File: config.mk
export PLATFORM = sky130hd
export DESIGN_NAME = sdram_port_arbiter
export DESIGN_NICKNAME = d
export VERILOG_FILES = /design/src/rtl/sdram_port_arbiter.sv
export SDC_FILE = /design/constraint.sdc
export NUM_CORES = 1
export LEC_CHECK = 0
export ABC_CLOCK_PERIOD_IN_PS = 4800
export CAP_MARGIN = 20
export CORE_MARGIN = 2
export CORE_UTILIZATION = 35
export DETAILED_ROUTE_END_ITERATION = 16
export PLACE_DENSITY_LB_ADDON = 0.25
export SYNTH_ARGS = -nofsm -noshare
export SYNTH_HDL_FRONTEND = slang
export SYNTH_SLANG_ARGS = --single-unit
File: constraint.sdc
create_clock -name clk_i -period 4.8 [get_ports clk_i]
set_input_delay 0.96 -clock clk_i [delete_from_list [all_inputs] [get_ports clk_i]]
set_output_delay 0.96 -clock clk_i [all_outputs]
set_load 0.02 [all_outputs]
File: src/rtl/sdram_port_arbiter.sv
// sdram_port_arbiter: shares the SDRAM driver command port between the
// scan-out reader (priority) and the framebuffer writer. Reads are granted
// one burst at a time, writes in bounded bursts, and a starvation counter
// lets a long-waiting writer jump ahead of the reader.
module sdram_port_arbiter #(
  parameter int ADDR_WIDTH   = 24,
  parameter int DATA_WIDTH   = 16,
  parameter int WR_BURST     = 8,
  parameter int STARVE_LIMIT = 64,
  parameter int MAX_RD_OUT   = 2
) (
  input  logic                             clk_i,
  input  logic                             rst_i,
  input  logic                             rd_valid_i,
  input  logic [ADDR_WIDTH-1:0]            rd_addr_i,
  output logic                             rd_ready_o,
  input  logic                             wr_valid_i,
  input  logic [ADDR_WIDTH-1:0]            wr_addr_i,
  input  logic [DATA_WIDTH-1:0]            wr_data_i,
  output logic                             wr_ready_o,
  output logic                             cmd_valid_o,
  output logic                             cmd_write_o,
  output logic [ADDR_WIDTH-1:0]            cmd_addr_o,
  output logic [DATA_WIDTH-1:0]            cmd_data_o,
  input  logic                             cmd_ready_i,
  input  logic                             resp_valid_i,
  input  logic                             resp_last_i,
  input  logic                             resp_ready_i,
  output logic [$clog2(MAX_RD_OUT+1)-1:0]  rd_outstanding_o,
  output logic [1:0]                       grant_o
);

  localparam int OUT_W = $clog2(MAX_RD_OUT + 1);
  localparam int STV_W = $clog2(STARVE_LIMIT + 1);
  localparam int WRC_W = $clog2(WR_BURST + 1);

  localparam logic [OUT_W-1:0] OUT_MAX  = OUT_W'(MAX_RD_OUT);
  localparam logic [STV_W-1:0] STV_MAX  = STV_W'(STARVE_LIMIT);
  localparam logic [WRC_W-1:0] WRC_LAST = WRC_W'(WR_BURST - 1);

  typedef enum logic [1:0] {
    ST_IDLE  = 2'b00,
    ST_READ  = 2'b01,
    ST_WRITE = 2'b10
  } state_t;

  state_t state, state_nxt;

  logic [OUT_W-1:0] rd_out;
  logic [STV_W-1:0] starve_cnt;
  logic [WRC_W-1:0] wr_cnt;

  logic rd_hs, wr_hs, resp_done;
  logic rd_elig, starved, enter_write, burst_end;

  // Handshake and eligibility terms shared by next-state and counters.
  assign rd_hs       = (state == ST_READ)  && rd_valid_i && cmd_ready_i;
  assign wr_hs       = (state == ST_WRITE) && wr_valid_i && cmd_ready_i;
  assign resp_done   = resp_valid_i && resp_ready_i && resp_last_i;
  assign rd_elig     = rd_valid_i && (rd_out < OUT_MAX);
  assign starved     = (starve_cnt == STV_MAX);
  assign burst_end   = wr_hs && (wr_cnt == WRC_LAST);
  assign enter_write = (state != ST_WRITE) && (state_nxt == ST_WRITE);

  assign rd_outstanding_o = rd_out;
  assign grant_o          = state;

  // Command port mux: the registered grant selects which requester drives it.
  always_comb begin
    cmd_valid_o = 1'b0;
    cmd_write_o = 1'b0;
    cmd_addr_o  = '0;
    cmd_data_o  = '0;
    rd_ready_o  = 1'b0;
    wr_ready_o  = 1'b0;
    case (state)
      ST_READ: begin
        cmd_valid_o = rd_valid_i;
        cmd_addr_o  = rd_addr_i;
        rd_ready_o  = cmd_ready_i;
      end
      ST_WRITE: begin
        cmd_valid_o = wr_valid_i;
        cmd_write_o = 1'b1;
        cmd_addr_o  = wr_addr_i;
        cmd_data_o  = wr_data_i;
        wr_ready_o  = cmd_ready_i;
      end
      default: ;
    endcase
  end

  // Next grant: arbitration only in IDLE, so every grant is followed by IDLE.
  always_comb begin
    state_nxt = state;
    case (state)
      ST_IDLE: begin
        if (wr_valid_i && starved) state_nxt = ST_WRITE;
        else if (rd_elig)          state_nxt = ST_READ;
        else if (wr_valid_i)       state_nxt = ST_WRITE;
      end
      ST_READ: begin
        // one burst command per read grant
        if (rd_hs) state_nxt = ST_IDLE;
      end
      ST_WRITE: begin
        // a gap in the writer stream or a full burst ends the grant
        if (!wr_valid_i || burst_end) state_nxt = ST_IDLE;
      end
      default: state_nxt = ST_IDLE;
    endcase
  end

  // Grant state register.
  always_ff @(posedge clk_i) begin
    if (rst_i) state <= ST_IDLE;
    else       state <= state_nxt;
  end

  // Starvation counter: counts writer waiting cycles, saturates, clears on grant.
  always_ff @(posedge clk_i) begin
    if (rst_i)
      starve_cnt <= '0;
    else if (enter_write)
      starve_cnt <= '0;
    else if (wr_valid_i && (state != ST_WRITE) && !starved)
      starve_cnt <= starve_cnt + STV_W'(1);
  end

  // Words accepted in the current write grant; zero whenever not writing.
  always_ff @(posedge clk_i) begin
    if (rst_i)
      wr_cnt <= '0;
    else if (state != ST_WRITE)
      wr_cnt <= '0;
    else if (wr_hs)
      wr_cnt <= wr_cnt + WRC_W'(1);
  end

  // Read bursts in flight: issue adds one, last response beat removes one.
  always_ff @(posedge clk_i) begin
    if (rst_i)
      rd_out <= '0;
    else begin
      case ({rd_hs, resp_done})
        2'b10: if (rd_out != OUT_MAX) rd_out <= rd_out + OUT_W'(1);
        // a last beat with nothing outstanding is a driver protocol error
        2'b01: if (rd_out != '0)      rd_out <= rd_out - OUT_W'(1);
        default: ;
      endcase
    end
  end

endmodule
**Word-level counts from Yosys, hierarchy flattened**

Cells that the tools add are included.
Widths: inputs -> output; s select.

- Add/sub/neg operators: 4
- Magnitude comparators: 1
- Equality and inequality tests: 11
- Multiplexer cells: 15
- Reductions and logical operators: 21

Operator list:

| kind | number |
|---|---|
| $pmux 24 s2 | 1 |
| $mux 16 | 1 |
| $mux 2 | 7 |
| $logic_and 1x1->1 | 12 |
| $ne 2x2->1 const B | 4 |
| $add 7x1->7 const B | 1 |
| $eq 7x7->1 const B | 1 |
| $eq 2x2->1 const B | 3 |
| $pmux 2 s3 | 1 |
| $add 4x1->4 const B | 1 |
| $eq 2x1->1 const B | 2 |
| $eq 4x3->1 const B | 1 |
| $pmux 2 s2 | 1 |
| $reduce_bool 2->1 | 2 |
| $reduce_or 2->1 | 2 |
| $mux 1 | 3 |
| $reduce_and 3->1 | 1 |
| $add 2x1->2 const B | 1 |
| $logic_not 1->1 | 2 |
| $logic_not 2->1 | 1 |
| $lt 2x2->1 const B | 1 |
| $pmux 1 s2 | 1 |
| $sub 2x1->2 const B | 1 |
| $logic_or 1x1->1 | 1 |

- Bits in registers: 15
- Input port bits: 72
- Output and inout port bits: 48

**Depth between registers and ports, before layout**

Gate-level depths: netlist of run 1.

- Word-level depth: 10
- Mapped depth: 7
- Mapped depth without buffers: 6

**Least setup slack after synthesis of run 1**

OpenSTA, ideal clock, no wires.

- Path type: flip-flop to output port
- Start: register state[1], in the netlist grant_o[1]
- End: output port cmd_data_o[10]
- Arrival time: 1.874 ns
- Required time: 3.840 ns
- Slack: 1.966 ns
- Cell stages (with the launch flop): 6
- Path through: dfxtp_1 ha_1 clkbuf_1 clkbuf_1 clkbuf_1 and2_1

- Cells in the longest elaborated chain, start to end: 2

Ends and longest elaborated chain:

| element | RTL line | RTL |
|---|---|---|
| from (decl) | 47 | `state_t state, state_nxt;` |
| from (signal assigned) | 117 | `else state <= state_nxt;` |
| $eq 2x2->1 | 76 | `case (state)` |
| $mux 16 | 76 |  |
| to (decl) | 24 | `output logic [DATA_WIDTH-1:0] cmd_data_o,` |

No other way between the ends.

**Worst setup path after layout of run 1**

- Start: register state[0], in the netlist grant_o[0]
- End: output port cmd_addr_o[16]

- Cells in the longest elaborated chain, start to end: 2
- Elaborated cells between the ends (all ways): 3

Ends and longest elaborated chain:

| element | RTL line | RTL |
|---|---|---|
| $eq 2x2->1 or $eq 2x1->1 (tied branches) | 76 |  |
| $pmux 24 s2 * | 76 |  |
| to (decl) | 23 | `output logic [ADDR_WIDTH-1:0] cmd_addr_o,` |

Every way passes the cells marked *; elsewhere a longest branch is shown, timed or not.

==> flow_metrics.env, run 1 <==
export IMPL_grt_use_total_pct=22.2
export IMPL_busiest_layer="met2"
export IMPL_setup_worst_path_end_class="primary output"
export IMPL_drv_slew=0
export IMPL_gp_congestion=0.856
export IMPL_reg2reg_from="grant_o[0]"
export IMPL_cts_buffers=3
export IMPL_use_met1_pct=25.7
export IMPL_clock_path_buffers=2
export IMPL_setup_viol=0
export IMPL_drv_cap=0
export IMPL_path_clk_slew_ps=60
export IMPL_cts_resized_gates=0
export IMPL_clockRootBuffer="clkbuf_8"
export IMPL_critPathLaunchType="register"
export IMPL_initial_core_util_pct=37.1
export IMPL_cp_required_ps=3840
export IMPL_slowest_delay_ps=780
export IMPL_status="completed"
export IMPL_ys_ff_latch=15
export IMPL_yosysUniqueCellTypes=35
export IMPL_drive_gt1_share_pct=3.11
export IMPL_ys_warn_count=0
export IMPL_clkLatencyLatePin_ps=250
export IMPL_drt_iter0_drc=82
export IMPL_die_w_um=67.0
export IMPL_fillCellCount=320
export IMPL_firstDrtPassIters=5
export IMPL_grt_pass1_vias=1733
export IMPL_critPathTopFamily="buffers and inverters"
export IMPL_critical_path_class="reg -> out"
export IMPL_die_h_um=67.0
export IMPL_tightest_slew_ps=955
export IMPL_dr_total_vias=1716
export IMPL_row_count=22
export IMPL_p_leak_nw=0.910
export IMPL_design_area_sq_um=2640
export IMPL_r2r_cells=6
export IMPL_cts_hold_buf=0
export IMPL_layout_common_cells="119 x clkdlybuf4s50_1, 27 x nor2b_1, 25 x a22oi_1"
export IMPL_worstPathCellList="inv_1 > ha_1 > buf_4 > a22oi_1 > nor2b_1 > clkdlybuf4s50_1"
export IMPL_grt_ovfl_total=0
export IMPL_hold_class="reg -> reg"
export IMPL_grt_pass1_wl_um=7670
export IMPL_die_area_sq_um=4490
export IMPL_final_hold_viol_count=0
export IMPL_reg2reg_to="grant_o[1]"
export IMPL_ios=120
export IMPL_io_buffers=119
export IMPL_diodes=0
export IMPL_syn_inst=179
export IMPL_relSlewSlack_pct=36.3
export IMPL_crit_arrival_ps=2770
export IMPL_cp_buffers_inverters=3
export IMPL_grt_util_met2_pct=39.1
export IMPL_min_delay_start="wr_cnt[1]"
export IMPL_seq_area_sq_um=300
export IMPL_tns_ps=0
export IMPL_multi_input_area_sq_um=1010
export IMPL_path_max_fanout=30
export IMPL_critPathSlowestCell="ha_1"
export IMPL_hold_depth=2
export IMPL_synth_cell_area_sq_um=1390
export IMPL_max_vdd_ir_drop_v=0.000107
export IMPL_cts_tree="built"
export IMPL_powerDensity_nw_per_um2=167
export IMPL_dp_hpwl_um=4060
export IMPL_met3_usage_pct=7.77
export IMPL_grt_start_max_net_pins=31
export IMPL_final_common_cell="clkdlybuf4s50_1"
export IMPL_syn_nets=258
export IMPL_fmax_ghz=0.268
export IMPL_dpl_cell_area_sq_um=2590
export IMPL_finalNetCount=369
export IMPL_htree_num_levels=1
export IMPL_ant_nets=0
export IMPL_post_cts_setup_buffer_count=0
export IMPL_regToRegSetupSlack_ps=2270
export IMPL_drc=0
export IMPL_rsz0062_at_grt="no"
export IMPL_ys_seq_area_share_pct=21.6
export IMPL_clkSinkCount=15
export IMPL_min_period_ps=3730
export IMPL_avgSynthCellArea_sq_um=7.77
export IMPL_clock_skew_ps=1.36
export IMPL_vias_per_cell=5.09
export IMPL_fin_crit_sh_pct=77.8
export IMPL_area_delta_synth_final_pct=89.6
export IMPL_antenna_found_initial=0
export IMPL_drt_total_wl_um=5110
export IMPL_core_sq_um=3740
export IMPL_worstHoldEndpoint="wr_cnt[1]"
export IMPL_wl_per_cell_um=15.2
[how the worst max path moves through the flow]
stage          cells after the start  startpoint              to
3_3_place_gp                       4  wr_valid_i     cmd_valid_o
6_report                           6  grant_o[0]  cmd_addr_o[16]
5_1_grt                            6  grant_o[0]  cmd_addr_o[16]
4_1_cts                            6  grant_o[0]  cmd_addr_o[16]
3_5_place_dp                       4  wr_valid_i     cmd_valid_o
2_1_floorplan                      5  grant_o[1]  cmd_data_o[10]
[state kept, by name, indices dropped and copies added, names as in the netlist]
register,count
starve_cnt,7
wr_cnt,4
grant_o,2
rd_outstanding_o,2
[per-stage QoR]
stage          worst slack, ps  utilization, %  instances  power [mW]  hold slack (ps)
2_1_floorplan             1970               -        179       0.235              454
3_3_place_gp              1280            69.2        333       0.341              468
3_5_place_dp              1270            69.2        333       0.341              469
4_1_cts                   1060            70.4        337       0.445              478
5_1_grt                    794            70.4        337       0.467              490
6_report                  1070            70.4        337       0.440              476
[final cells by class]
cell class	instances	share of cell area [%]
Timing Repair Buffer	120	45.5
Multi-Input combinational cell	146	38.5
Sequential cell	15	11.4
Tap cell	48	2.28
Clock buffer	3	1.57
Inverter	4	0.570
Clock inverter	1	0.190
[worst reg2reg max path, delay by kind of cell (launching register included)]
| kind | cells | cell delay, ps |
|---|---|---|
| adders and majority gates | 1 | 780 |
| and+or+nand+nor | 2 | 380 |
| DFF | 1 | 390 |
| buffers and inverters | 1 | 110 |
| AOI/OAI and AO/OA | 2 | 790 |
[cells in the mapped netlist (all sizes together)]
cell     instances  area share (%)
xnor2            2             1.3
a22oi           25              14
xor2             6             3.8
and3             2            0.90
o2bb2ai          1            0.63
nor3             4             1.4
dfxtp           15              22
a211oi           7             3.8
buf              3             1.4
nand2b           1            0.45
clkbuf          11             3.0
mux2i            2             1.4
a21oi            4             1.4
and4b            2             1.4
o211ai           1            0.54
o22ai            1            0.45
nor3b            1            0.54
nand3            8             2.9
or3              1            0.45
inv              4             1.1
nand2            8             2.2
and2            19             8.6
nand4            2            0.90
nor2b           27              12
a221oi           1             1.9
a22o             1            0.63
nor2             6             1.6
or2              2             1.1
o21ai            1            0.36
ha               7             6.3
or4              1            0.81
o21a             2             1.1
a21boi           1            0.54
[layer usage]
metal | share of wire (%) | vias up
li1 | - | 854
met1 | 38 | 774
met2 | 52 | 82
met3 | 8.2 | 6
met4 | 1.5 | 0
met5 | 0 | -
[report_power, final]
group,switching [mW],internal (mW),total (mW)
Combinational,0.0883,0.117,0.205
Clock,0.0439,0.0574,0.101
Sequential,0.00552,0.129,0.134
[cells by family (layout without fill, tap and decap cells)]
| kind of cell | count (synthesis) | after routing | share of synthesized area (%) |
|---|---|---|---|
| AOI/OAI and AO/OA | 45 | 45 | 24.8 |
| xor gates and xnor gates | 8 | 8 | 5.04 |
| adders and majority gates | 7 | 7 | 6.30 |
| buffers and inverters | 18 | 128 | 5.40 |
| DFF | 15 | 15 | 21.6 |
| muxes | 2 | 2 | 1.44 |
| and+or+nand+nor | 84 | 84 | 35.4 |
Power figures use the tool's default switching activity.
==> inputs of run 2 (changes only) <==
Settings changed: ABC_CLOCK_PERIOD_IN_PS 4800 to 3200, CORE_UTILIZATION 35 to 29.
Clock period 4.8 ns to 3.2 ns, I/O delays scaled along.
==> flow_metrics.env, run 2 (same netlist as run 1, synthesis figures left out) <==
export IMPL_fmax_ghz=0.342
export IMPL_final_common_cell="clkdlybuf4s50_1"
export IMPL_row_count=25
export IMPL_ant_nets=0
export IMPL_drt_total_wl_um=5120
export IMPL_die_area_sq_um=5360
export IMPL_largest_register_ffs=7
export IMPL_drv_cap=0
export IMPL_crit_path_start="grant_o[0]"
export IMPL_post_cts_setup_buffer_count=0
export IMPL_reg2reg_to="grant_o[1]"
export IMPL_critPathSlowestCell="clkdlybuf4s50_1"
export IMPL_min_delay_start="wr_cnt[1]"
export IMPL_max_vdd_ir_drop_v=0.000205
export IMPL_initial_core_util_pct=29.8
export IMPL_clock_path_buffers=2
export IMPL_min_period_ps=2930
export IMPL_hold_class="reg -> reg"
export IMPL_regToRegSetupSlack_ps=1170
export IMPL_rsz0062_at_grt="no"
export IMPL_fin_util_pct=57.3
export IMPL_fin_crit_sh_pct=91.5
export IMPL_dp_hpwl_um=4140
export IMPL_htree_num_levels=1
export IMPL_wl_per_cell_um=14.8
export IMPL_powerDensity_nw_per_um2=250
export IMPL_critPathLaunchType="register"
export IMPL_grt_ovfl_total=0
export IMPL_vias_per_cell=4.95
export IMPL_final_hold_viol_count=0
export IMPL_drive_gt1_share_pct=4.44
export IMPL_relSlewSlack_pct=69.1
export IMPL_tns_ps=0
export IMPL_cts_hold_buf=0
export IMPL_gp_congestion=0.792
export IMPL_comb_power_share_pct=46.7
export IMPL_io_buffers=119
export IMPL_finalNetCount=373
export IMPL_die_w_um=73.2
export IMPL_power_net_switching_uw=211
export IMPL_reg2reg_from="grant_o[0]"
export IMPL_cts_buffers=3
export IMPL_largest_register="starve_cnt"
export IMPL_grt_pass1_vias=1635
export IMPL_clockRootBuffer="clkbuf_8"
export IMPL_path_max_fanout=16
export IMPL_fillCellCount=438
export IMPL_top_regs="starve_cnt x7, wr_cnt x4"
export IMPL_cts_resized_gates=0
export IMPL_p_leak_nw=0.931
export IMPL_diodes=0
export IMPL_drv_slew=0
export IMPL_firstDrtPassIters=4
export IMPL_grt_use_total_pct=18.7
export IMPL_clockPowerShare_pct=23.3
export IMPL_cp_required_ps=2560
export IMPL_area_delta_synth_final_pct=92.3
export IMPL_clkLatencyLatePin_ps=250
export IMPL_die_h_um=73.2
export IMPL_drt_iter0_drc=100
export IMPL_grt_pass1_wl_um=7790
export IMPL_worstHoldEndpoint="wr_cnt[1]"
export IMPL_antenna_found_initial=0
export IMPL_crit_arrival_ps=2290
export IMPL_dr_total_vias=1717
export IMPL_setup_viol=0
export IMPL_setup_worst_path_end_class="primary output"
export IMPL_clkSinkCount=15
export IMPL_cts_tree="built"
export IMPL_swShare_pct=31.5
export IMPL_path_clk_slew_ps=60
export IMPL_clock_skew_ps=6.94
export IMPL_worstPathCellList="inv_1 > ha_1 > buf_4 > nor2b_1 > clkdlybuf4s50_1"
export IMPL_ios=120
export IMPL_r2r_cells=7
export IMPL_status="completed"
export IMPL_p_int_uw=458
export IMPL_hold_depth=2
export IMPL_drc=0
export IMPL_critical_path_class="reg -> out"
export IMPL_seqPwrFrac_pct=30.0
export IMPL_core_sq_um=4660
export IMPL_grt_start_max_net_pins=30
export IMPL_slowest_delay_ps=640
export IMPL_layout_common_cells="119 x clkdlybuf4s50_1, 27 x nor2b_1, 25 x a22oi_1"
export IMPL_tightest_slew_ps=462
[run 2: cell count changes in the layout (fill, tap and decap cells not counted), sizes merged]
| cell | before | now |
|---|---|---|
| buf | 1 | 5 |
[run 2: worst max-delay path: cells and delay by family (launching register included)]
family        cells  cell delay, ps
fa+ha+maj         1             440
buf+inv           3             990
flops             1             470
simple gates      1             150
[run 2: power by group through the flow]
stage,Clock [mW],Combinational (mW),Sequential [mW]
floorplan,0,0.146,0.207
global placement,0,0.312,0.205
detailed placement,0,0.313,0.205
CTS,0.158,0.315,0.201
global route,0.166,0.337,0.202
finish,0.156,0.312,0.201
[run 2: layout make-up]
| cell class | count | area [sq um] | area share [%] |
|---|---|---|---|
| Sequential cell | 15 | 300 | 11.2 |
| Timing Repair Buffer | 124 | 1230 | 46.0 |
| Clock inverter | 1 | 5.00 | 0.187 |
| Multi-Input combinational cell | 146 | 1010 | 38.0 |
| Clock buffer | 3 | 41.3 | 1.54 |
| Inverter | 4 | 15.0 | 0.562 |
| Tap cell | 54 | 67.6 | 2.53 |
[run 2: how the worst max path moves through the flow]
stage	to	slack, ps	depth (start not counted)
floorplan	cmd_data_o[10]	690	5
finish	cmd_addr_o[7]	270	5
global placement	cmd_valid_o	500	4
global route	cmd_addr_o[4]	100	5
detailed placement	cmd_valid_o	500	4
CTS	cmd_addr_o[7]	240	5
[run 2: stage by stage]
stage	cells	instance area (sq um)	power [mW]	hold slack [ps]	worst slack (ps)
floorplan	179	1390	0.352	454	686
global placement	343	2630	0.517	467	498
detailed placement	343	2630	0.518	477	495
CTS	347	2670	0.673	486	243
global route	347	2670	0.705	516	97.6
finish	347	2670	0.669	483	272
[run 2: routing by layer]
| layer | vias to the layer above | track usage, % | wire length (um) |
|---|---|---|---|
| met5 | - | 0 | 0 |
| met4 | 0 | 3.70 | 39 |
| met3 | 4 | 4.56 | 290 |
| met2 | 57 | 32.4 | 2730 |
| met1 | 792 | 23.4 | 2060 |
| li1 | 864 | - | - |
==> RTL edit: new RTL, settings of run 2 <==
Set the parameter `STARVE_LIMIT` to 32 (it was 64).
--- a/src/rtl/sdram_port_arbiter.sv
+++ b/src/rtl/sdram_port_arbiter.sv
@@ -8,3 +8,3 @@
   parameter int WR_BURST     = 8,
-  parameter int STARVE_LIMIT = 64,
+  parameter int STARVE_LIMIT = 32,
   parameter int MAX_RD_OUT   = 2
Behaviour: no difference found for any inputs over 10 cycles, from zero or initial values and one cycle with rst_i high; that may be too few to reach the edited logic, so the function may still have changed.
==> RTL edit against run 2 <==
  * Worst setup slack better by 62 ps
  * First-iteration DRC count fell by 15%
  * Area after synthesis decreased by 3.7%
  * Synthesized cell count fell by 4.5%
  * Power decreased by 3.4%
  * Cell area decreased by 1.1%
  * Sequential power decreased by 6%
  * Sequential cell count decreased by 1
  * Non-clock buffer count rose by 1
  * Final cell count down 2.6%
  * Die area down 3.5%
  * Wire length is 3.3% lower
  * Critical path type unchanged
  * Critical endpoint is now cmd_addr_o[18]
  * Highest routed layer unchanged
==> RTL edit: results (changes against run 2) <==
| Result | Value | vs run 2 |
|:---|:---|:---|
| Most instantiated cells after synthesis | a22oi_1, nor2b_1, and2_1 |  |
| Post-synthesis share of cell area spent on full adders, half adders and majority gates | 6.54% | +0.24 points |
| Global-route wire length before repair | 7.76 mm | -0.45% |
| Dominant cells by area after synthesis | dfxtp_1, a22oi_1, nor2b_1 |  |
| Biggest registers after layout | starve_cnt x6, wr_cnt x4 |  |
| Met3 WL post-DR | 312 um | +7.6% |
| Critical Path Max Stage Delay | 620 ps | -20 ps |
| Met2 routed WL | 2.41 mm | -12% |
| Share of the synthesized netlist area taken by xor and xnor gates | 4.58% | -0.46 points |
| Setup slack of the most critical reg-to-reg path | 1000 ps | -170 ps |
| Net count of the mapped netlist | 250 | -3.1% |
| Filler instances | 413 | -5.7% |
| Via count of the first global-routing pass | 1607 | -1.7% |
| Top fanout value on the critical path | 19 | +3 |
| Critical path origin | grant_o[1] |  |
| Pin count of the biggest net entering global routing | 34 | +13% |
| Worst R2R End | starve_cnt[2] |  |
| Final routed wire length divided by cell count | 14.7 um | -0.73% |
| Synth unique cells | 35 | unchanged |
| Iteration-0 DRC Markers | 85 | -15% |
| Post-route clock skew | 2.27 ps | -4.68 ps |
| Hold wc startpoint | wr_cnt[1] |  |
| Peak supply drop | 0.000259 V | +26% |
| # nets final | 367 | -1.6% |
| Placed Area | 2600 sq um | -1.0% |
| Run status | complete, no violations |  |
| Critical-path cell with the highest stage delay | clkdlybuf4s50_1 |  |
| Static Leak | 0.914 nW | -1.7% |
| Complex-gate fraction of the synthesized area | 27.3% | +2.4 points |
| WL met1 | 2.15 mm | +4.5% |
| Mux share of post-synthesis cell area | 1.50% | +0.055 points |
| Post-Syn Area per Cell | 7.83 sq um | +0.82% |
| Post-Layout Cell Count | 338 | -2.6% |
| Ratio of cells with drive above 1 in the final layout | 5.59% | +1.2 points |
| Critical Path Sink | cmd_addr_o[18] |  |
| Cells after DPL | 335 | -2.3% |
[RTL edit: changes by cell type after synthesis, moves of 2 or more]
cell             run 2  this run
nor2_1               6         4
nor2b_1             27        25
and4b_1              2         0
nand3_1              8         5
nand2_1              8         6
o21a_1               2         0
and2_1              19        16
nand2b_1             1         3
a21boi_2             0         2
clkbuf_1            11         8
and2_2               0         2
and3_1               2         4
buf_2                0         3
[RTL edit: cell families after synthesis]
logic type / Yosys count
DFF: 14
buffers and inverters: 17
muxes: 2
and+or+nand+nor: 77
AOI/OAI and AO/OA: 47
adders and majority gates: 7
xor gates and xnor gates: 7
[RTL edit: stage by stage]
| stage | setup WS (ps) | hold WS (ps) |
|---|---|---|
| 2_1_floorplan | 746 | 453 |
| 5_1_grt | 184 | 517 |
| 4_1_cts | 123 | 481 |
| 6_report | 334 | 481 |
| 3_5_place_dp | 391 | 475 |
| 3_3_place_gp | 451 | 464 |
[RTL edit: routing by layer]
metal | track usage [%] | vias to the layer above
li1 | - | 846
met1 | 22.1 | 746
met2 | 33.1 | 64
met3 | 4.72 | 6
met4 | 4.82 | 0
met5 | 0 | -
[RTL edit: what timing repair did]
item	CTS	global route
endpoints found under the setup margin	0	11
gates resized for setup	0	1
hold endpoints to repair	0	0
[RTL edit: final cells by class]
class | instances | area [sq um] | share of cell area, %
timing repair buffer | 125 | 1250 | 47.2
inverter | 4 | 15.0 | 0.568
sequential | 14 | 280 | 10.6
tap | 52 | 65.1 | 2.46
clock buffer | 3 | 41.3 | 1.56
multi-input combinational | 140 | 993 | 37.6
[RTL edit: power breakdown]
group          internal [mW]  switching, mW  total (mW)
clock network         0.0831         0.0571       0.140
registers              0.181        0.00761       0.188
logic                  0.184          0.133       0.318
total                  0.448          0.198       0.646
